[config.mk]
export PLATFORM = sky130hd
export DESIGN_NAME = redmule_core_obi_tcdm_adapter
export DESIGN_NICKNAME = d
export VERILOG_FILES = /design/src/rtl/redmule_core_obi_tcdm_adapter.sv
export SDC_FILE = /design/constraint.sdc
export NUM_CORES = 1
export LEC_CHECK = 0
export BUFFER_PORTS_ARGS = -buffer_cell sky130_fd_sc_hd__buf_2
export CORE_MARGIN = 2
export CORE_UTILIZATION = 31
export CTS_CLUSTER_DIAMETER = 100
export DETAILED_ROUTE_END_ITERATION = 6
export PLACE_DENSITY = 0.84
export SLEW_MARGIN = 25
export SYNTH_ARGS = -nofsm -noshare
export SYNTH_HDL_FRONTEND = slang
export SYNTH_SLANG_ARGS = --single-unit
[constraint.sdc]
create_clock -name clk_i -period 1.7 [get_ports clk_i]
set_input_delay 0.085 -clock clk_i [delete_from_list [all_inputs] [get_ports clk_i]]
set_output_delay 0.085 -clock clk_i [all_outputs]
set_load 0.005 [all_outputs]
[src/rtl/redmule_core_obi_tcdm_adapter.sv]
// OBI (req/gnt/rvalid) to HCI TCDM initiator bridge: bounds outstanding transactions, keeps
// responses in order, and answers accesses outside the TCDM window locally with a bus error.
module redmule_core_obi_tcdm_adapter #(
   parameter int unsigned          AddrWidth      = 32,
   parameter int unsigned          DataWidth      = 32,
   parameter int unsigned          MaxOutstanding = 2,
   parameter logic [AddrWidth-1:0] TcdmBase       = 32'h1000_0000,
   parameter logic [AddrWidth-1:0] TcdmSize       = 32'h0002_0000,
   parameter logic [DataWidth-1:0] ErrRdata       = 32'hBADC_AB1E
) (
   input  logic                   clk_i,
   input  logic                   rst_ni,
   // OBI target side
   input  logic                   obi_req_i,
   output logic                   obi_gnt_o,
   input  logic [AddrWidth-1:0]   obi_addr_i,
   input  logic                   obi_we_i,
   input  logic [DataWidth/8-1:0] obi_be_i,
   input  logic [DataWidth-1:0]   obi_wdata_i,
   output logic                   obi_rvalid_o,
   output logic [DataWidth-1:0]   obi_rdata_o,
   output logic                   obi_err_o,
   // TCDM initiator side
   output logic                   tcdm_req_o,
   input  logic                   tcdm_gnt_i,
   output logic [AddrWidth-1:0]   tcdm_add_o,
   output logic                   tcdm_wen_o,
   output logic [DataWidth/8-1:0] tcdm_be_o,
   output logic [DataWidth-1:0]   tcdm_data_o,
   input  logic                   tcdm_r_valid_i,
   input  logic [DataWidth-1:0]   tcdm_r_data_i,
   output logic                   protocol_err_o
);

   localparam int unsigned          CntWidth = $clog2(MaxOutstanding + 1);
   localparam logic [CntWidth-1:0] CntMax   = CntWidth'(MaxOutstanding);

   logic [AddrWidth-1:0] addr_off;
   logic                 in_range;
   logic                 cnt_zero;
   logic                 tcdm_fire;
   logic                 oor_gnt;
   logic                 rsp_ok;

   logic [CntWidth-1:0]  cnt_q, cnt_d;
   logic                 err_pend_q, err_pend_d;
   logic                 rvalid_q, rvalid_d;
   logic [DataWidth-1:0] rdata_q, rdata_d;
   logic                 err_q, err_d;
   logic                 protocol_err_q, protocol_err_d;

   always_comb begin
      // Unsigned wrap makes addresses below the base fall out of range.
      addr_off  = obi_addr_i - TcdmBase;
      in_range  = (addr_off < TcdmSize);
      cnt_zero  = (cnt_q == '0);

      tcdm_req_o = obi_req_i & in_range & (cnt_q < CntMax) & ~err_pend_q;
      tcdm_fire  = tcdm_req_o & tcdm_gnt_i;
      // Out-of-range accesses wait for the TCDM pipe to drain so responses stay in order.
      oor_gnt    = obi_req_i & ~in_range & cnt_zero & ~err_pend_q;
      obi_gnt_o  = in_range ? tcdm_fire : oor_gnt;

      tcdm_add_o  = tcdm_req_o ? obi_addr_i  : '0;
      tcdm_wen_o  = tcdm_req_o ? ~obi_we_i   : 1'b0;
      tcdm_be_o   = tcdm_req_o ? obi_be_i    : '0;
      tcdm_data_o = tcdm_req_o ? obi_wdata_i : '0;

      rsp_ok = tcdm_r_valid_i & ~cnt_zero;

      cnt_d = cnt_q;
      case ({tcdm_fire, rsp_ok})
         2'b10:   cnt_d = cnt_q + 1'b1;
         2'b01:   cnt_d = cnt_q - 1'b1;
         default: cnt_d = cnt_q;
      endcase

      // The error response is loaded at grant time so it appears one cycle later; err_pend
      // then blocks new grants during that response cycle.
      err_pend_d = oor_gnt;

      rvalid_d = 1'b0;
      rdata_d  = '0;
      err_d    = 1'b0;
      if (rsp_ok) begin
         rvalid_d = 1'b1;
         rdata_d  = tcdm_r_data_i;
      end else if (oor_gnt) begin
         rvalid_d = 1'b1;
         rdata_d  = ErrRdata;
         err_d    = 1'b1;
      end

      protocol_err_d = protocol_err_q | (tcdm_r_valid_i & cnt_zero);
   end

   always_ff @(posedge clk_i or negedge rst_ni) begin
      if (!rst_ni) begin
         cnt_q          <= '0;
         err_pend_q     <= 1'b0;
         rvalid_q       <= 1'b0;
         rdata_q        <= '0;
         err_q          <= 1'b0;
         protocol_err_q <= 1'b0;
      end else begin
         cnt_q          <= cnt_d;
         err_pend_q     <= err_pend_d;
         rvalid_q       <= rvalid_d;
         rdata_q        <= rdata_d;
         err_q          <= err_d;
         protocol_err_q <= protocol_err_d;
      end
   end

   assign obi_rvalid_o   = rvalid_q;
   assign obi_rdata_o    = rdata_q;
   assign obi_err_o      = err_q;
   assign protocol_err_o = protocol_err_q;

endmodule

# [Word level (Yosys, flattened, before mapping)]
# Cells that the tools add are included.
[totals] wordCells=40 regBits=38 output_inout_bits=106
[classes] bitwise=14 addsub=3 n_reduce_logical=2 n_lt_le_gt_ge=2 n_eq_ne=2 n_mux=11
[op_table] operator="$mux 32" n=4
[op_table] operator="$lt 32x18->1 const B" n=1
[op_table] operator="$sub 32x29->32 const B" n=1
[op_table] operator="$and 1x1->1" n=9
[op_table] operator="$mux 1" n=5
[op_table] operator="$mux 4" n=1
[op_table] operator="$not 1->1" n=4
[op_table] operator="$pmux 2 s2" n=1
[op_table] operator="$add 2x1->2 const B" n=1
[op_table] operator="$eq 2x1->1 const B" n=1
[op_table] operator="$eq 2x2->1 const B" n=1
[op_table] operator="$logic_not 2->1" n=1
[op_table] operator="$lt 2x2->1 const B" n=1
[op_table] operator="$reduce_bool 2->1" n=1
[op_table] operator="$sub 2x1->2 const B" n=1
[op_table] operator="$or 1x1->1" n=1

# [Logic depth before layout (Yosys ltp)]
[logic_depth] ltp_word=8 depth_mapped=9 depth_no_buf=7

# [Worst setup path before layout]
# Ideal clock, no wire load.
[synth_timing] path_kind="reg2reg" from="reg cnt_q[1]" to="reg cnt_q[1]" path_slack_ns=-0.001 period_less_slack_ns=1.701 t_arrival_ns=1.622 n_path_buf=2 stages_incl_launch_ff=8 path_cell_list="dfrtp_1 -> nor3b_1 -> buf_2 -> buf_2 -> nand3_1 -> ha_1 -> nor2_1 -> xor2_1"
[synth_via] elab_chain_len=6
[synth_lines] element="start, declared" line_no="45" text="logic [CntWidth-1:0] cnt_q, cnt_d;"
[synth_lines] element="start signal, assigned" line_no="106" text="cnt_q <= cnt_d;"
[synth_lines] element="$lt 2x2->1" line_no="58" text="tcdm_req_o = obi_req_i & in_range & (cnt_q < CntMax) & ~err_pend_q;"
[synth_lines] element="$and 1x1->1 (2 in a row)" line_no="58"
[synth_lines] element="$and 1x1->1" line_no="59" text="tcdm_fire = tcdm_req_o & tcdm_gnt_i;"
[synth_lines] element="$eq 2x1->1 / $eq 2x2->1 (equally long branches)" line_no="72" text="case ({tcdm_fire, rsp_ok})"
[synth_lines] element="$pmux 2 s2 / $reduce_bool 2->1 (equally long branches)"
# Parallel ways exist; a longest one is shown, timed or not.
# A chain may end at the register's enable or synchronous reset.

# [Final worst setup path]
[layout_timing] from="reg cnt_q[1]" to="out tcdm_add_o[4]"
[layout_via] elab_chain_len=4
[layout_lines] element="$lt 2x2->1" line_no="58"
[layout_lines] element="$and 1x1->1 (2 in a row)" line_no="58"
[layout_lines] element="$mux 32" line_no="64" text="tcdm_add_o = tcdm_req_o ? obi_addr_i : '0;"
[layout_lines] element="end, declared" line_no="26" text="output logic [AddrWidth-1:0] tcdm_add_o,"
# Every way passes these cells.

==> metrics.md <==
| Metric | Value |
|---|---|
| Run status | `complete, but fails checks` |
| Failing checks | `setup timing` |
| Largest net degree at the start of global routing | `77` |
| Synthesized cell area | `between 1500 and 2000 um^2` |
| Die footprint | `around 7000 um^2` |
| Total of max-cap violations | `0` |
| Top FF cell, synth | `dfrtp_1` |
| Crit end category | `output port` |
| TritonRoute pass-1 iters | `4` |
| Sequential Area | `951 um^2` |
| # port buffers | `197` |
| Initial Util | `between 30% and 40%` |
| Cells after synthesis | `between 200 and 250` |
| Clock Path Buffers | `2` |
| First-pass GRT wire length | `~10000 um` |
| Initial antenna violation count | `0` |
| Flops & latches, synth | `38` |
| Yosys cell types | `30` |
| Max-Slew Margin vs Limit | `a little under half` |
| Pin slew with the least headroom to its limit | `0.810 ns` |
| Number of global-route vias before repair | `2063` |
| CTS sink count | `38` |
| Total CTS buffers | `5` |
| Boundary Pins | `roughly 210` |
| Min Tclk post-route | `between 1.5 and 2 ns` |
| Fmax | `between 500 and 600 MHz` |
| DRC violations left | `0` |
| Commonest non-fill, non-tap cells in the layout | `197 x buf_2, 52 x and3_1, 38 x dfrtp_1` |
| Most used cell, CP | `buf_12` |
| Worst Setup Start Kind | `flop` |
| Worst setup slack after layout | `-0.00635 ns` |
| Final design utilization | `a little over half` |
| Worst-path fanout max | `7` |
| Hold Fails Final Rpt | `0` |
| Area growth from synthesis to layout | `64.8%` |
| Register area share after synthesis | `about 49%` |
| Syn Area/Cell | `9.63 um^2` |
| Setup TNS | `-0.00635 ns` |
| Root buf cell | `clkbuf_8` |
| N_diodes | `0` |
| Largest stage delay, worst path | `approximately 0.4 ns` |
| Hold path depth | `2` |
| Footprint of the multi-input gates | `roughly 860 um^2` |
| Tot Pwr | `3130 uW` |
| Tcrit/Tclk final | `100%` |
| FF-to-FF path depth | `8` |
| Final setup fails | `1` |
| Layout Nets | `slightly above 500` |
| Worst skew pair latency | `about 0.28 ns` |
| Crit-path cells | `nor3b_4, buf_12, buf_12, buf_4, and3_1, buf_2` |
| Dpl hpwl | `4760 um` |
| Worst-path cell with the longest stage delay | `dfrtp_1` |
| Overall routing resource usage | `17.8%` |
| Row cnt | `28` |
| Async S/R FF share, synth | `between 90% and 100%` |
| Leak | `approximately 0.0021 uW` |
| Grt total ovfl | `0` |
| CTS tree | `yes` |
| Drt total wl | `6500 um` |
| GPL Wtd Cong | `approximately 0.80` |
| Worst Path Required | `1.62 ns` |
| Worst EP arrival | `between 1.5 and 2 ns` |
| Critical path class | `reg -> out` |
| Worst ir drop on vdd | `approximately 570 uV` |
| Avg WL per Cell | `between 10 and 15 um` |
| Final Max Slew Viols | `0` |
| EDFF count, synth | `0` |
| Power per cell area | `between 900 and 1000 nW/um^2` |
| Starting DRT DRC Count | `67` |
| Filler cells | `583` |
| Hold Crit Class | `in -> reg` |
| DIE WIDTH | `about 83 um` |
| RSZ-0062 raised after global routing | `true` |
| Yosys warns | `0` |
| Clock transition at the registers of the reported paths | `roughly 0.070 ns` |
| Commonest non-fill, non-tap cell in the layout | `buf_2` |
| Core ar. | `between 5000 and 6000 um^2` |
| CTS H-tree lvls | `2` |
| ANT nets after route | `0` |
| Die H | `roughly 83 um` |
| Via Count | `between 2000 and 2500` |
| Hold slack final | `around 0.0083 ns` |
| Skew final | `about 0.0061 ns` |
| Post-DR vias/cell | `between 4 and 5` |
| Layout cell share with drive strength beyond 1 | `between 50 and 60%` |
## layer usage
| metal | share of wire [%] | track usage (%) | vias to the layer above |
|---|---|---|---|
| met5 | 0 | 0 | - |
| met4 | 0.63 | 3.43 | 0 |
| met3 | 7.5 | 3.28 | 4 |
| met2 | 50 | 30.4 | 117 |
| met1 | 42 | 23.9 | 996 |
| li1 | - | - | 1053 |
## critical path, delay by kind of cell, from the launching register on
family	cells	cell delay (ns)
buffers and inverters	4	0.51
AND/OR/NAND/NOR	2	0.41
flip-flops	1	0.41
## Yosys cell counts (2+ instances only)
cell,instances,area (um^2)
and2_1,13,81.3
and3_1,53,332
buf_2,5,25.0
buf_4,15,113
buf_8,2,30.0
clkbuf_1,8,30.0
dfrtp_1,38,951
nand2_1,20,75.1
nor2_1,6,22.5
nor3_1,2,10.0
nor4_2,2,25.0
o21ai_0,19,95.1
xnor2_1,2,17.5
## report_power, final
part	switching, uW	internal (uW)	leakage [uW]
sequential	100	1170	0.000485
clock	299	326	0.0000472
combinational	585	644	0.00153
## cells by family after synthesis
| family | after synthesis | share of synthesized area, % |
|---|---|---|
| muxes | 1 | 0.515 |
| buffers and inverters | 33 | 11.2 |
| adders and majority gates | 1 | 0.643 |
| and+or+nand+nor | 103 | 31.1 |
| AOI/OAI and AO/OA | 22 | 6.05 |
| DFF | 38 | 48.9 |
| other | 1 | 0.193 |
| xor gates and xnor gates | 3 | 1.35 |
## state kept, by name (all words and copies together), names as in the netlist
register	count
protocol_err_o	1
err_pend_q	1
cnt_q	2
obi_rdata_o	32
obi_rvalid_o	1
obi_err_o	1
## per-stage QoR
step,instance area (um^2),setup slack [ns],cells
after floorplan,2000,0.0451,215
after global placement,2930,0.177,459
after detailed placement,2930,0.114,459
after CTS,3150,-0.00747,474
after global routing,3200,-0.0824,478
final,3200,-0.00635,478
## worst paths after layout
kind	start	end	slack, ns
max in group asynchronous	rst_ni	err_pend_q$_DFF_PN0_	0.75
hold / removal	tcdm_r_data_i[24]	obi_rdata_o[24]$_DFF_PN0_	0.008
min in group asynchronous	rst_ni	obi_rdata_o[26]$_DFF_PN0_	0.44
hold reg to reg	protocol_err_o$_DFF_PN0_	protocol_err_o$_DFF_PN0_	0.48
setup reg to reg	cnt_q[1]$_DFFE_PN0P_	cnt_q[1]$_DFFE_PN0P_	0.02
setup / recovery	cnt_q[1]$_DFFE_PN0P_	tcdm_add_o[4]	-0.006
## timing repair
action / 4_1_cts / 5_1_grt
setup buffers: 2 / 3
hold buffers: 3 / 1
pin swaps: 1 / 1
endpoints found under the setup margin: 2 / 18
cloned: 2 / 1
gates resized for setup: 4 / 4
endpoints found under the hold margin: 40 / 1
## final cells by class
cell class,instances,share of cell area (%)
Clock buffer,6,2.58
Clock inverter,2,0.390
Multi-Input combinational cell,144,26.9
Sequential cell,38,29.7
Tap cell,75,2.93
Timing Repair Buffer,213,37.6
(Power assumes the default switching activity.)
